`src/rtl/memory_access_controller.sv`:
```
// Round-robin two-port sequencer for the 8-word array: setup / strobe / hold / done
// per access, so the decoder address is always settled before select rises.
module memory_access_controller #(
  parameter int WIDTH         = 4,
  parameter int STROBE_CYCLES = 2
) (
  input  logic             clk,
  input  logic             reset,
  input  logic             req0,
  input  logic             we0,
  input  logic [2:0]       adr0,
  input  logic [WIDTH-1:0] wdata0,
  output logic             ack0,
  input  logic             req1,
  input  logic             we1,
  input  logic [2:0]       adr1,
  input  logic [WIDTH-1:0] wdata1,
  output logic             ack1,
  output logic [WIDTH-1:0] rdata,
  output logic [2:0]       mem_adr,
  output logic             mem_select,
  output logic             mem_we,
  output logic [WIDTH-1:0] mem_wdata,
  input  logic [WIDTH-1:0] mem_rdata,
  output logic             busy,
  output logic             grant_id
);

  localparam logic [2:0] IDLE   = 3'd0;
  localparam logic [2:0] SETUP  = 3'd1;
  localparam logic [2:0] STROBE = 3'd2;
  localparam logic [2:0] HOLD   = 3'd3;
  localparam logic [2:0] DONE   = 3'd4;

  localparam logic [3:0] CNT_LAST = 4'(STROBE_CYCLES);

  typedef struct packed {
    logic             we;
    logic [2:0]       adr;
    logic [WIDTH-1:0] wdata;
  } acc_t;

  logic [2:0] state;
  logic [3:0] cnt;
  logic       mem_we_q;
  logic       last;
  logic       win_id;
  acc_t       r0, r1, win;

  assign r0 = {we0, adr0, wdata0};
  assign r1 = {we1, adr1, wdata1};

  // On a tie the requester that did not win last time gets the grant.
  always_comb begin
    win_id = (req0 & req1) ? ~last : req1;
    win    = win_id ? r1 : r0;
  end

  always_ff @(posedge clk or posedge reset) begin
    if (reset) begin
      state      <= IDLE;
      cnt        <= 4'd0;
      mem_we_q   <= 1'b0;
      last       <= 1'b1;
      ack0       <= 1'b0;
      ack1       <= 1'b0;
      rdata      <= '0;
      mem_adr    <= 3'd0;
      mem_select <= 1'b0;
      mem_we     <= 1'b0;
      mem_wdata  <= '0;
      busy       <= 1'b0;
      grant_id   <= 1'b0;
    end else begin
      case (state)
        IDLE: if (req0 | req1) begin
          mem_we_q  <= win.we;
          mem_adr   <= win.adr;
          mem_wdata <= win.wdata;
          grant_id  <= win_id;
          last      <= win_id;
          busy      <= 1'b1;
          state     <= SETUP;
        end
        SETUP: begin
          cnt        <= 4'd1;
          mem_select <= 1'b1;
          mem_we     <= mem_we_q;
          state      <= STROBE;
        end
        STROBE: begin
          if (cnt == CNT_LAST) begin
            if (!mem_we_q) rdata <= mem_rdata;
            mem_select <= 1'b0;
            mem_we     <= 1'b0;
            state      <= HOLD;
          end else begin
            cnt <= cnt + 4'd1;
          end
        end
        HOLD: begin
          ack0  <= ~grant_id;
          ack1  <= grant_id;
          state <= DONE;
        end
        DONE: begin
          ack0  <= 1'b0;
          ack1  <= 1'b0;
          busy  <= 1'b0;
          state <= IDLE;
        end
        default: state <= IDLE;
      endcase
    end
  end

endmodule
```
`config.mk`:
```
export PLATFORM = sky130hd
export DESIGN_NAME = memory_access_controller
export DESIGN_NICKNAME = d
export VERILOG_FILES = /design/src/rtl/memory_access_controller.sv
export SDC_FILE = /design/constraint.sdc
export NUM_CORES = 1
export LEC_CHECK = 0
export BUFFER_PORTS_ARGS = -buffer_cell sky130_fd_sc_hd__buf_2
export CORE_MARGIN = 3
export CORE_UTILIZATION = 36
export CTS_CLUSTER_SIZE = 25
export DETAILED_ROUTE_END_ITERATION = 10
export PLACE_DENSITY_LB_ADDON = 0.08
export SYNTH_ARGS = -nofsm -noshare
export SYNTH_HDL_FRONTEND = slang
export SYNTH_SLANG_ARGS = --single-unit
```
`constraint.sdc`:
```
create_clock -name clk -period 2.8 [get_ports clk]
set_input_delay 0.56 -clock clk [delete_from_list [all_inputs] [get_ports clk]]
set_output_delay 0.56 -clock clk [all_outputs]
set_load 0.02 [all_outputs]
```
# Yosys cells after proc, flatten, opt, wreduce, memory -nomap -nowiden
# Cells that the tools add are included.
[word_totals] register_bits=26 latchBits=0 mem_bits_rw=0 rom_bits=0 in_bits=24 output_inout_bits=17 elab_cells=51 n_memories=0
[op_classes] n_addsub=1 n_mul=0 div=0 order_cmp=0 n_eq_ne=8 n_shift=0 mux=14 n_bitwise=5 reduce_logical=10
[op_table] cell="$pmux 3 s4" count=1
[op_table] cell="$pmux 1 s2" count=5
[op_table] cell="$reduce_and 2->1" count=5
[op_table] cell="$mux 8" count=1
[op_table] cell="$pmux 4 s2" count=1
[op_table] cell="$eq 3x2->1 const B" count=2
[op_table] cell="$mux 3" count=2
[op_table] cell="$ne 2x2->1 const B" count=3
[op_table] cell="$reduce_bool 2->1" count=3
[op_table] cell="$add 4x1->4 const B" count=1
[op_table] cell="$eq 4x2->1 const B" count=1
[op_table] cell="$mux 4" count=1
[op_table] cell="$eq 3x1->1 const B" count=1
[op_table] cell="$eq 3x3->1 const B" count=1
[op_table] cell="$logic_not 3->1" count=1
[op_table] cell="$mux 1" count=3
[op_table] cell="$not 1->1" count=3
[op_table] cell="$reduce_and 3->1" count=1
[op_table] cell="$and 1x1->1" count=1
[op_table] cell="$or 1x1->1" count=1

# Depth between registers and ports, before layout
[logic_depth] ltp_word=3 ltp_mapped=5 mapped_depth_nobuf=5

# Worst setup path after synthesis
# No wires, ideal clock.
[synth_path] kind="input -> register" startpoint="input req1" endpoint="register mem_adr[0]" arrival_ns=1.425 t_required_ns=2.675 path_slack_ns=1.250 path_stages=3 cell_sequence="a21boi_4 mux2_1 mux2_4"
[synth_via] elab_chain_len=3 elab_cells_between_ends=5 classes_between="2 x mux; 2 x bitwise; 1 x reduce/logical"
[synth_rtl] element="start, declared" line_no="14" text="input logic req1,"
[synth_rtl] element="$and 1x1->1" line_no="55" text="win_id = (req0 & req1) ? ~last : req1;"
[synth_rtl] element="$mux 1" line_no="55"
[synth_rtl] element="$mux 8" line_no="56" text="win = win_id ? r1 : r0;"
[synth_rtl] element="end signal, assigned" line_no="78" text="mem_adr <= win.adr;"
[synth_rtl] element="end, declared" line_no="20" text="output logic [2:0] mem_adr,"
# Several ways; a longest one is shown, not always the timed one.
# A chain may end at the register's enable or synchronous reset.

# Worst setup path after layout
[layout_path] startpoint="register state[0]" endpoint="register mem_adr[0]"
[layout_via] elab_chain_len=2
[layout_rtl] element="start, declared" line_no="43" text="logic [2:0] state;"
[layout_rtl] element="start signal, assigned" line_no="61" text="state <= IDLE;"
[layout_rtl] element="start signal, assigned" line_no="83" text="state <= SETUP;"
[layout_rtl] element="start signal, assigned" line_no="89" text="state <= STROBE;"
[layout_rtl] element="$logic_not 3->1" line_no="75" text="case (state)"
[layout_rtl] element="$reduce_and 2->1 (no source line)"
# Every way passes these cells.

==> run_results.csv <==
group,metric,value,unit
setup_path,critPathMaxStageDelay,560,ps
die,rows,21,
logic_synthesis,ys.flop_type,"dfrtp_1",
setup_path,cp-end-kind,"register",
placement,dp_hpwl,1.96,mm
timing,rsz0062_at_grt,"no",
timing,setup-tns-final,0,ps
cts,clock_sinks,26,
cts,cts_resized,0,
cts,holdBufCountCts,0,
timing,slew-limit-headroom,0.538,
logic_synthesis,syn_avg_cell_area,13.1,um^2
setup_path,worstPathRequired,2950,ps
setup_path,path_buf_inv,0,
cts,cts_tree,"done",
logic_synthesis,syn_inst,103,
routing,drtPass1Iterations,4,
die,core_area,3470,um^2
global_route,track_usage,0.125,
cts,clock_path_buffers,2,
routing,num_vias,927,
layout,drive_gt1_frac,0.472,
die,die_area,4530,um^2
routing,drt_iter0_drc,46,
global_route,use_met2,0.211,
global_route,antenna_found_initial,0,
die,die_width,67.3,um
cts,cts-root-buf,"clkbuf_8",
timing,hold_violations,0,
layout,final_nets,171,
logic_synthesis,synth-seq-cells,26,
flow_run,cap_violations,0,
cts,clk_latency,260,ps
run_status,run_status,"completed",
cts,clk_pin_slew,90,ps
logic_synthesis,synth_commonest_cells,"25 x dfrtp_1, 11 x mux2_4, 8 x mux2_1",
placement,place_inst,186,
setup_path,cp-start-kind,"register",
setup_path,cp_top_family,"flip-flops",
logic_synthesis,synth_top_area_frac,0.462,
setup_path,rr_endpoint,"mem_adr[0]$_DFFE_PP0P_",
die,initial_core_util,0.390,
setup_path,critPathKind,"reg -> reg",
timing,period_minus_slack,1680,ps
timing,tightestPinTransition,694,ps
logic_synthesis,yosys_warnings,0,
setup_path,worstPathCellList,"nor3_2, o21ai_2, mux2_4",
placement,gp_congestion,0.725,
setup_path,r2r_cells,3,
global_route,first_global_vias,971,
timing,maxSlewViolCount,0,
logic_synthesis,synthTopCellsByArea,"dfrtp_1 46%, mux2_4 12%, mux2_1 6.7%, dfstp_2 1.9%, ha_1 1.8%",
logic_synthesis,syn_area,1350,um^2
setup_path,cp_slowest_cell,"dfrtp_1",
power_and_ir_drop,finalPower,1810,uW
layout,n_antenna_cell,0,
layout,fin_cells,190,
logic_synthesis,synth.net_count,129,
setup_path,rrSetupSlack,1120,ps
setup_path,r2r-start,"state[0]$_DFFE_PP0P_",
timing,fin_crit_sh,0.601,
global_route,grt_max_degree,27,
logic_synthesis,yosysSeqAreaShare,0.482,
logic_synthesis,synth_cell_types,43,
global_route,met1_usage,0.168,
timing,clock_skew,4.27,ps
routing,wl,2.64,mm
logic_synthesis,synthArstFlopShare,1.00,
global_route,grt_util_met3,0.0200,
global_route,grt_pass1_wl,4.46,mm
global_route,grt.busiest_layer,"met2",
timing,timing.fmax,594,MHz
power_and_ir_drop,leakage,0.000786,uW
layout,area_growth,21.1,%
cts,cts.htree.levels,1,
placement,port_buffers,40,
logic_synthesis,synth_edf_count,0,
power_and_ir_drop,power_density,1100,nW/um^2
routing,vias_per_cell,4.88,
hold_path,hold_class,"in -> async",
routing,wl_per_cell,13.9,um
timing,setup_viol,0,
power_and_ir_drop,ir_worst_vdd,407,uV
setup_path,crit_arrival,1840,ps
logic_synthesis,yosysMostFrequentCell,"dfrtp_1",
cts,cts_setup_buffers,0,
routing,drc,0,
setup_path,cp_max_fo,14,
cts,cts_made_buffers,3,
routing,ant_nets,0,
logic_synthesis,synth_area_leader_cell,"dfrtp_1",
global_route,grt-ovfl-total,0,
die,ios,41,
die,die_h,67.3,um
## layout make-up
| class | count | area (um^2) |
|---|---|---|
| fill | 335 | 1830 |
| multi-input combinational | 70 | 656 |
| sequential | 26 | 652 |
| timing repair buffer | 41 | 208 |
| tap | 46 | 57.6 |
| clock buffer | 4 | 55.1 |
| inverter | 3 | 11.3 |
## power by group
part	leakage [uW]	internal, uW	switching (uW)
clock network	0.0000288	125	115
logic	0.000447	417	421
registers	0.000311	552	176
total	0.000786	1090	713
## per-stage QoR
| step | hold WS [ps] | worst slack (ps) | util | cell area [um^2] |
|---|---|---|---|---|
| CTS | 348 | 1120 | 0.473 | 1640 |
| global placement | 464 | 1020 | 0.457 | 1580 |
| floorplan | 512 | 1250 | - | 1350 |
| global route | 359 | 1010 | 0.473 | 1640 |
| detailed placement | 476 | 993 | 0.457 | 1580 |
| finish | 331 | 1120 | 0.473 | 1640 |
## worst max path at each step
| stage | start | endpoint | depth (start not counted) |
|---|---|---|---|
| final | state[0]$_DFFE_PP0P_ | mem_adr[0]$_DFFE_PP0P_ | 3 |
| after global routing | state[0]$_DFFE_PP0P_ | mem_adr[0]$_DFFE_PP0P_ | 3 |
| after global placement | req0 | mem_wdata[3]$_DFFE_PP0P_ | 3 |
| after detailed placement | req1 | mem_wdata[3]$_DFFE_PP0P_ | 3 |
| after floorplan | req1 | mem_adr[0]$_DFFE_PP0P_ | 3 |
| after CTS | state[0]$_DFFE_PP0P_ | mem_adr[0]$_DFFE_PP0P_ | 3 |
## layer usage
metal  vias to the layer above  part of all wire
li1                        455                 -
met1                       447              0.45
met2                        23              0.49
met3                         2             0.053
met4                         0            0.0042
met5                         -                 0
## sequential cells by signal, summed over array words and instances, names as in the netlist
| name | flops |
|---|---|
| cnt | 4 |
| mem_wdata | 4 |
| rdata | 4 |
| mem_adr | 3 |
| state | 3 |
| ack0 | 1 |
| ack1 | 1 |
| busy | 1 |
| grant_id | 1 |
| last | 1 |
| mem_select | 1 |
| mem_we | 1 |
| mem_we_q | 1 |
## cell families (layout without fill, tap and decap cells)
| kind of cell | Yosys count | in the layout | share of synthesized area |
|---|---|---|---|
| adder cells (fa/ha/maj) | 2 | 2 | 0.0185 |
| AO/OA/AOI/OAI | 20 | 20 | 0.116 |
| multiplexers | 20 | 20 | 0.197 |
| AND/OR/NAND/NOR | 27 | 27 | 0.147 |
| buffers and inverters | 7 | 48 | 0.0342 |
| XOR/XNOR | 1 | 1 | 0.00647 |
| flip-flops | 26 | 26 | 0.482 |
## worst register-to-register path, stage by stage (launching register included)
cell and delay (ps):
dfrtp_1 560, nor3_2 370, o21ai_2 280, mux2_4 370
## cells in the final DEF (no fill, tap or decap), types with 2 or more instances in the layout
cell type,n
or3b_1,2
clkbuf_8,4
nor2_1,6
dfrtp_1,25
a21oi_1,4
inv_1,3
buf_2,40
nand3_1,2
mux2_4,11
ha_1,2
mux2_1,8
nand2_1,4
nor3b_2,2
nor2b_1,2
Power figures use the tool's default switching activity.
